==> src/rtl/i2s_pkg.sv <==
// rtl/i2s_pkg.sv - shared types and helpers for the I2S/TDM transmitter
package i2s_pkg;

    typedef enum logic {
        I2S_PHILIPS   = 1'b0,
        I2S_LEFT_JUST = 1'b1
    } i2s_mode_e;

    typedef enum logic [1:0] {
        IDLE = 2'd0,
        RUN  = 2'd1,
        STOP = 2'd2
    } tx_state_e;

    // Total serial bits in one frame.
    function automatic int frame_bits(input int channels, input int slot_w);
        return channels * slot_w;
    endfunction

endpackage

==> src/rtl/i2s_frame_timer.sv <==
// rtl/i2s_frame_timer.sv - frame position counter, word select and run/stop sequencing
module i2s_frame_timer
    import i2s_pkg::*;
#(
    parameter int F    = 32,
    parameter int MODE = 0
) (
    input  logic sclk_i,
    input  logic rst_i,
    input  logic enable_i,
    output logic load_o,
    output logic ws_o,
    output logic busy_o
);

    localparam i2s_mode_e MODE_E = (MODE == 0) ? I2S_PHILIPS : I2S_LEFT_JUST;
    localparam int PW = (F > 1) ? $clog2(F) : 1;
    localparam logic [PW-1:0] P_LAST = PW'(F - 1);
    localparam logic [PW-1:0] P_HALF = PW'(F / 2);
    // Philips framing delays the MSB by one bit after the ws edge.
    localparam logic [PW-1:0] P_LOAD = (MODE_E == I2S_PHILIPS) ? PW'(1) : PW'(0);

    tx_state_e       state;
    logic [PW-1:0]   p;

    // Stream bit 0 of a frame goes out on this edge.
    assign load_o = (state == RUN) && (p == P_LOAD);
    assign busy_o = (state != IDLE);

    // Run/stop sequencing; a frame always runs to its last position before stopping.
    always_ff @(negedge sclk_i or negedge rst_i) begin
        if (!rst_i) begin
            state <= IDLE;
            p     <= '0;
            ws_o  <= 1'b0;
        end else begin
            case (state)
                IDLE: begin
                    ws_o <= 1'b0;
                    p    <= '0;
                    if (enable_i) begin
                        state <= RUN;
                    end
                end
                RUN: begin
                    ws_o <= (p >= P_HALF);
                    if (p == P_LAST) begin
                        p <= '0;
                        if (!enable_i) begin
                            state <= (MODE_E == I2S_PHILIPS) ? STOP : IDLE;
                        end
                    end else begin
                        p <= p + PW'(1);
                    end
                end
                STOP: begin
                    ws_o  <= 1'b0;
                    state <= IDLE;
                end
                default: begin
                    state <= IDLE;
                end
            endcase
        end
    end

endmodule

==> src/rtl/i2s_tdm_tx.sv <==
// rtl/i2s_tdm_tx.sv - I2S/TDM serializer with one-frame holding buffer
module i2s_tdm_tx
    import i2s_pkg::*;
#(
    parameter int DATA_W   = 16,
    parameter int SLOT_W   = 16,
    parameter int CHANNELS = 2,
    parameter int MODE     = 0
) (
    input  logic                         sclk_i,
    input  logic                         rst_i,
    input  logic                         enable_i,
    input  logic [CHANNELS*DATA_W-1:0]   frame_i,
    input  logic                         frame_valid_i,
    output logic                         frame_ready_o,
    output logic                         ws_o,
    output logic                         sdata_o,
    output logic                         underrun_o,
    output logic                         busy_o
);

    localparam int F = frame_bits(CHANNELS, SLOT_W);

    if (DATA_W < 1 || SLOT_W < DATA_W) begin : g_bad_width
        $error("i2s_tdm_tx: SLOT_W must be >= DATA_W >= 1");
    end
    if (CHANNELS < 2 || CHANNELS > 8 || (CHANNELS % 2) != 0) begin : g_bad_channels
        $error("i2s_tdm_tx: CHANNELS must be even and within 2..8");
    end
    if (MODE != 0 && MODE != 1) begin : g_bad_mode
        $error("i2s_tdm_tx: MODE must be 0 or 1");
    end

    logic                         hold_full;
    logic [CHANNELS*DATA_W-1:0]   hold_q;
    logic [F-1:0]                 padded;
    logic [F-1:0]                 shreg;
    logic                         load;
    logic                         capture;

    assign frame_ready_o = rst_i & ~hold_full;
    assign capture       = frame_valid_i & frame_ready_o;

    i2s_frame_timer #(
        .F    (F),
        .MODE (MODE)
    ) u_timer (
        .sclk_i   (sclk_i),
        .rst_i    (rst_i),
        .enable_i (enable_i),
        .load_o   (load),
        .ws_o     (ws_o),
        .busy_o   (busy_o)
    );

    // Lay the buffered channels into slots, channel 0 first, zero-padding after each LSB.
    always_comb begin
        padded = '0;
        for (int k = 0; k < CHANNELS; k++) begin
            padded[F-1-k*SLOT_W -: SLOT_W] = SLOT_W'(hold_q[k*DATA_W +: DATA_W]) << (SLOT_W - DATA_W);
        end
    end

    // Holding buffer: a load empties it unless a new frame is captured on the same edge.
    always_ff @(negedge sclk_i or negedge rst_i) begin
        if (!rst_i) begin
            hold_full <= 1'b0;
            hold_q    <= '0;
        end else if (capture) begin
            hold_q    <= frame_i;
            hold_full <= 1'b1;
        end else if (load) begin
            hold_full <= 1'b0;
        end
    end

    // Shift register and serial output; an empty buffer at the load point sends silence.
    always_ff @(negedge sclk_i or negedge rst_i) begin
        if (!rst_i) begin
            shreg      <= '0;
            sdata_o    <= 1'b0;
            underrun_o <= 1'b0;
        end else begin
            underrun_o <= load & ~hold_full;
            if (load) begin
                if (hold_full) begin
                    sdata_o <= padded[F-1];
                    shreg   <= {padded[F-2:0], 1'b0};
                end else begin
                    sdata_o <= 1'b0;
                    shreg   <= '0;
                end
            end else if (busy_o) begin
                sdata_o <= shreg[F-1];
                shreg   <= {shreg[F-2:0], 1'b0};
            end else begin
                sdata_o <= 1'b0;
            end
        end
    end

endmodule

==> config.mk <==
export PLATFORM = sky130hd
export DESIGN_NAME = i2s_tdm_tx
export DESIGN_NICKNAME = d
export VERILOG_FILES = /design/src/rtl/i2s_pkg.sv /design/src/rtl/i2s_frame_timer.sv /design/src/rtl/i2s_tdm_tx.sv
export SDC_FILE = /design/constraint.sdc
export NUM_CORES = 1
export LEC_CHECK = 0
export ABC_AREA = 0
export BUFFER_PORTS_ARGS = -buffer_cell sky130_fd_sc_hd__buf_2
export CAP_MARGIN = 10
export CORE_ASPECT_RATIO = 0.9
export CORE_MARGIN = 2
export CORE_UTILIZATION = 49
export CTS_BUF_LIST = sky130_fd_sc_hd__clkbuf_4 sky130_fd_sc_hd__clkbuf_8
export CTS_CLUSTER_SIZE = 8
export DETAILED_ROUTE_END_ITERATION = 10
export HOLD_SLACK_MARGIN = 0.12
export PLACE_DENSITY = 0.68
export SLEW_MARGIN = 5
export SYNTH_ARGS = -nofsm -noshare
export SYNTH_HDL_FRONTEND = slang
export SYNTH_SLANG_ARGS = --single-unit
==> constraint.sdc <==
create_clock -name sclk_i -period 2.8 [get_ports sclk_i]
set_input_delay 0 -clock sclk_i [delete_from_list [all_inputs] [get_ports sclk_i]]
set_output_delay 0 -clock sclk_i [all_outputs]
set_load 0.1 [all_outputs]
==> results.py <==
metrics = {
    "worst_setup_path": {
        "r2r_start": "u_timer.p[0]",
        "slowest_stage": "buf_2",
        "required_ps": 2800,
        "end_kind": "output port",
        "cp_max_fo": 5,
        "critPathKind": "flop to output port",
        "max_stage_delay_ps": 440,
        "crit_path_cell_trace": "nor2b_4 -> buf_2",
        "reg2reg_to": "shreg[20]",
        "cp_data_arrival_time_ps": 2740,
        "cpLargestDelayFamily": "buffers and inverters",
        "startpoint_type": "flop",
        "r2r_cells": 4,
        "r2r_setup_slack_ps": 590,
        "worst-path-buf-inv": 1,
    },
    "synth": {
        "syn_area_mm2": 0.00308,
        "synthMuxAreaShare": 0.124,
        "yosysWarnings": 0,
        "syn_inst": 219,
        "synth-adder-area-share": 0.0122,
        "synth-seq-cells": 74,
        "synth_top_family_by_area": "multiplexers",
        "synth_nets": 258,
        "synth_compound_area_frac": 0.120,
        "synth_xor_xnor_area_share": 0,
        "netlist-cell-type-count": 31,
        "seq_area_frac_synth": 0.602,
        "avgSynthCellArea_um2": 14.0,
        "yosys.area_share.simple": 0.106,
    },
    "place": {
        "portBuffers": 40,
        "place_hpwl_um": 3190,
        "dpl_cell_area_mm2": 0.00333,
        "globalplace.congestion": 0.711,
        "dp.cells": 322,
    },
    "grt": {
        "antenna_found_initial": 0,
        "grt_use_total": 0.173,
        "grt_first_pass_wirelength_um": 9110,
        "overflow": 0,
        "grt_pass1_vias": 1880,
        "grt_max_degree": 75,
    },
    "power_and_ir_drop": {
        "ir_drop_mv": 0.530,
        "switching_share": 0.309,
        "intPower_w": 0.00243,
        "p_clk_frac": 0.208,
        "powerDensity_mw_per_mm2": 1000,
        "p_switching_w": 0.00109,
        "p_leak_nw": 1.68,
        "power_frac_seq": 0.518,
        "combPwrFrac": 0.275,
    },
    "floorplanning": {
        "row_count": 27,
        "dieHeight_um": 79.2,
        "die_w_um": 87.5,
        "start_util": 0.506,
        "io_pins": 41,
        "dieArea_mm2": 0.00693,
        "coreArea_mm2": 0.00608,
    },
    "run": {
        "cap_viol_max_count": 0,
    },
    "layout": {
        "layout_common_cells": "dfrtn_1 (74), buf_2 (38), and2_1 (30), a221o_1 (30), mux2_2 (26)",
        "layout-drive-gt1-share": 0.350,
        "fin_area_mm2": 0.00351,
        "finalNonFillerCells": 338,
        "syn2layout_area_growth_pct": 14.1,
        "final_common_cell": "dfrtn_1",
        "antenna_cells": 0,
        "nNetsFinal": 300,
    },
    "run_status": {
        "status": "complete, no violations",
    },
    "hold_path": {
        "whs_path_depth": 1,
        "hold_path_end": "hold_q[5]",
        "min_from": "hold_q[5]",
        "min_path_type": "flop to flop",
    },
    "clocking": {
        "root_buffer": "clkbuf_8",
        "cts_hold_buf": 0,
        "htree_levels": 3,
        "cts_tree": "yes",
        "clk_latency_ps": 330,
        "clockBufferDepth": 2,
        "cts.sinks": 74,
        "cts_buffers": 9,
        "post-cts-setup-buffers": 0,
        "clk_pin_slew_ps": 50,
    },
    "route": {
        "postRouteAntennaNets": 0,
        "first_iter_violations": 74,
        "first_pass_iters": 4,
        "met1_length_um": 2630,
        "wire_per_inst_um": 15.9,
        "top_layer": "met4",
        "drc": 0,
        "totalWireLength_um": 5360,
        "route.met2.wl_um": 2380,
        "wl_met3_um": 286,
        "vias": 1866,
        "via_per_inst": 5.52,
    },
    "sta": {
        "slew_headroom": 0.216,
        "hold_viol": 0,
        "hold_slack_ps": 442,
        "tns_ps": 0,
        "fin_skew_ps": 4.28,
        "setup_violations": 0,
        "rsz0062_at_grt": "false",
        "tightestPinTransition_ps": 1180,
        "drv_slew": 0,
    },
}
==> metrics by stage <==
stage | power, W | setup slack [ps] | utilization
6_report | 0.00352 | 63.1 | 0.577
5_1_grt | 0.00377 | 3.45 | 0.577
4_1_cts | 0.00357 | 8.02 | 0.577
3_5_place_dp | 0.00282 | 318 | 0.548
3_3_place_gp | 0.00278 | 342 | 0.548
2_1_floorplan | 0.00259 | 16.5 | -
==> power groups by stage <==
stage	Combinational, W	Clock, W	Sequential [W]
after global routing	0.00107	0.000804	0.00189
after detailed placement	0.000979	0	0.00184
after global placement	0.000950	0	0.00183
final	0.000968	0.000732	0.00182
after CTS	0.000982	0.000760	0.00182
after floorplan	0.000749	0	0.00184
==> registers in the layout (all words and copies together), names as in the netlist <==
| register | cells |
|---|---|
| sdata_o | 1 |
| underrun_o | 1 |
| u_timer.ws_o | 1 |
| hold_full | 1 |
| hold_q | 32 |
| shreg | 31 |
| u_timer.p | 5 |
| u_timer.state | 2 |
==> cells by family after synthesis <==
logic type,Yosys count
flip-flops,74
AND/OR/NAND/NOR,52
buffers and inverters,17
AO/OA/AOI/OAI,39
multiplexers,34
adder cells (fa/ha/maj),3
==> repair_timing <==
item                                    in CTS  in global routing
resized for setup                            0                  1
endpoints found under the setup margin       0                  1
hold endpoints to repair                     0                  0
==> per-layer routing <==
layer | up-vias | track usage
met3 | 9 | 0.0572
met2 | 43 | 0.251
met4 | 0 | 0.0508
met5 | - | 0
met1 | 927 | 0.247
li1 | 887 | -
==> how the worst max path moves through the flow <==
stage	from	to	slack [ps]	cells after the start
after CTS	u_timer.state[0]	busy_o	8	3
after detailed placement	rst_i	hold_q[16]	320	5
final	hold_full	frame_ready_o	60	2
after global routing	hold_full	frame_ready_o	3	2
after global placement	u_timer.state[0]	busy_o	340	3
after floorplan	rst_i	hold_q[15]	20	4
==> layout make-up <==
cell class | instances | area, µm²
multi-input cells | 128 | 1130
clock inverters | 3 | 15.0
inverters | 3 | 11.3
well taps | 72 | 90.1
clock buffers | 13 | 160
repair buffers | 45 | 255
flip-flops and latches | 74 | 1850
fillers | 522 | 2570
==> synthesized netlist by cell type <==
master	instances	share of area
nor2b_1	3	0.0061
a21oi_1	2	0.0033
o31ai_1	1	0.0024
and3_2	1	0.0024
mux2_1	6	0.022
nor4b_1	1	0.0028
nand2_1	6	0.0073
clkbuf_1	3	0.0037
buf_1	1	0.0012
nand3_1	2	0.0033
nor2_1	2	0.0024
buf_6	1	0.0037
o21bai_1	1	0.0024
buf_2	6	0.0098
or4_1	1	0.0024
mux2i_1	2	0.0065
ha_1	3	0.012
dfrtn_1	74	0.60
a221o_1	30	0.098
nand4b_1	1	0.0028
and3_1	2	0.0041
a22o_1	3	0.0085
inv_1	3	0.0037
nor3_1	1	0.0016
nor4b_4	1	0.0077
and2_1	30	0.061
buf_8	3	0.015
nand2b_1	1	0.0020
a21o_2	1	0.0028
a21o_1	1	0.0024
mux2_2	26	0.095
(Power assumes the default switching activity.)
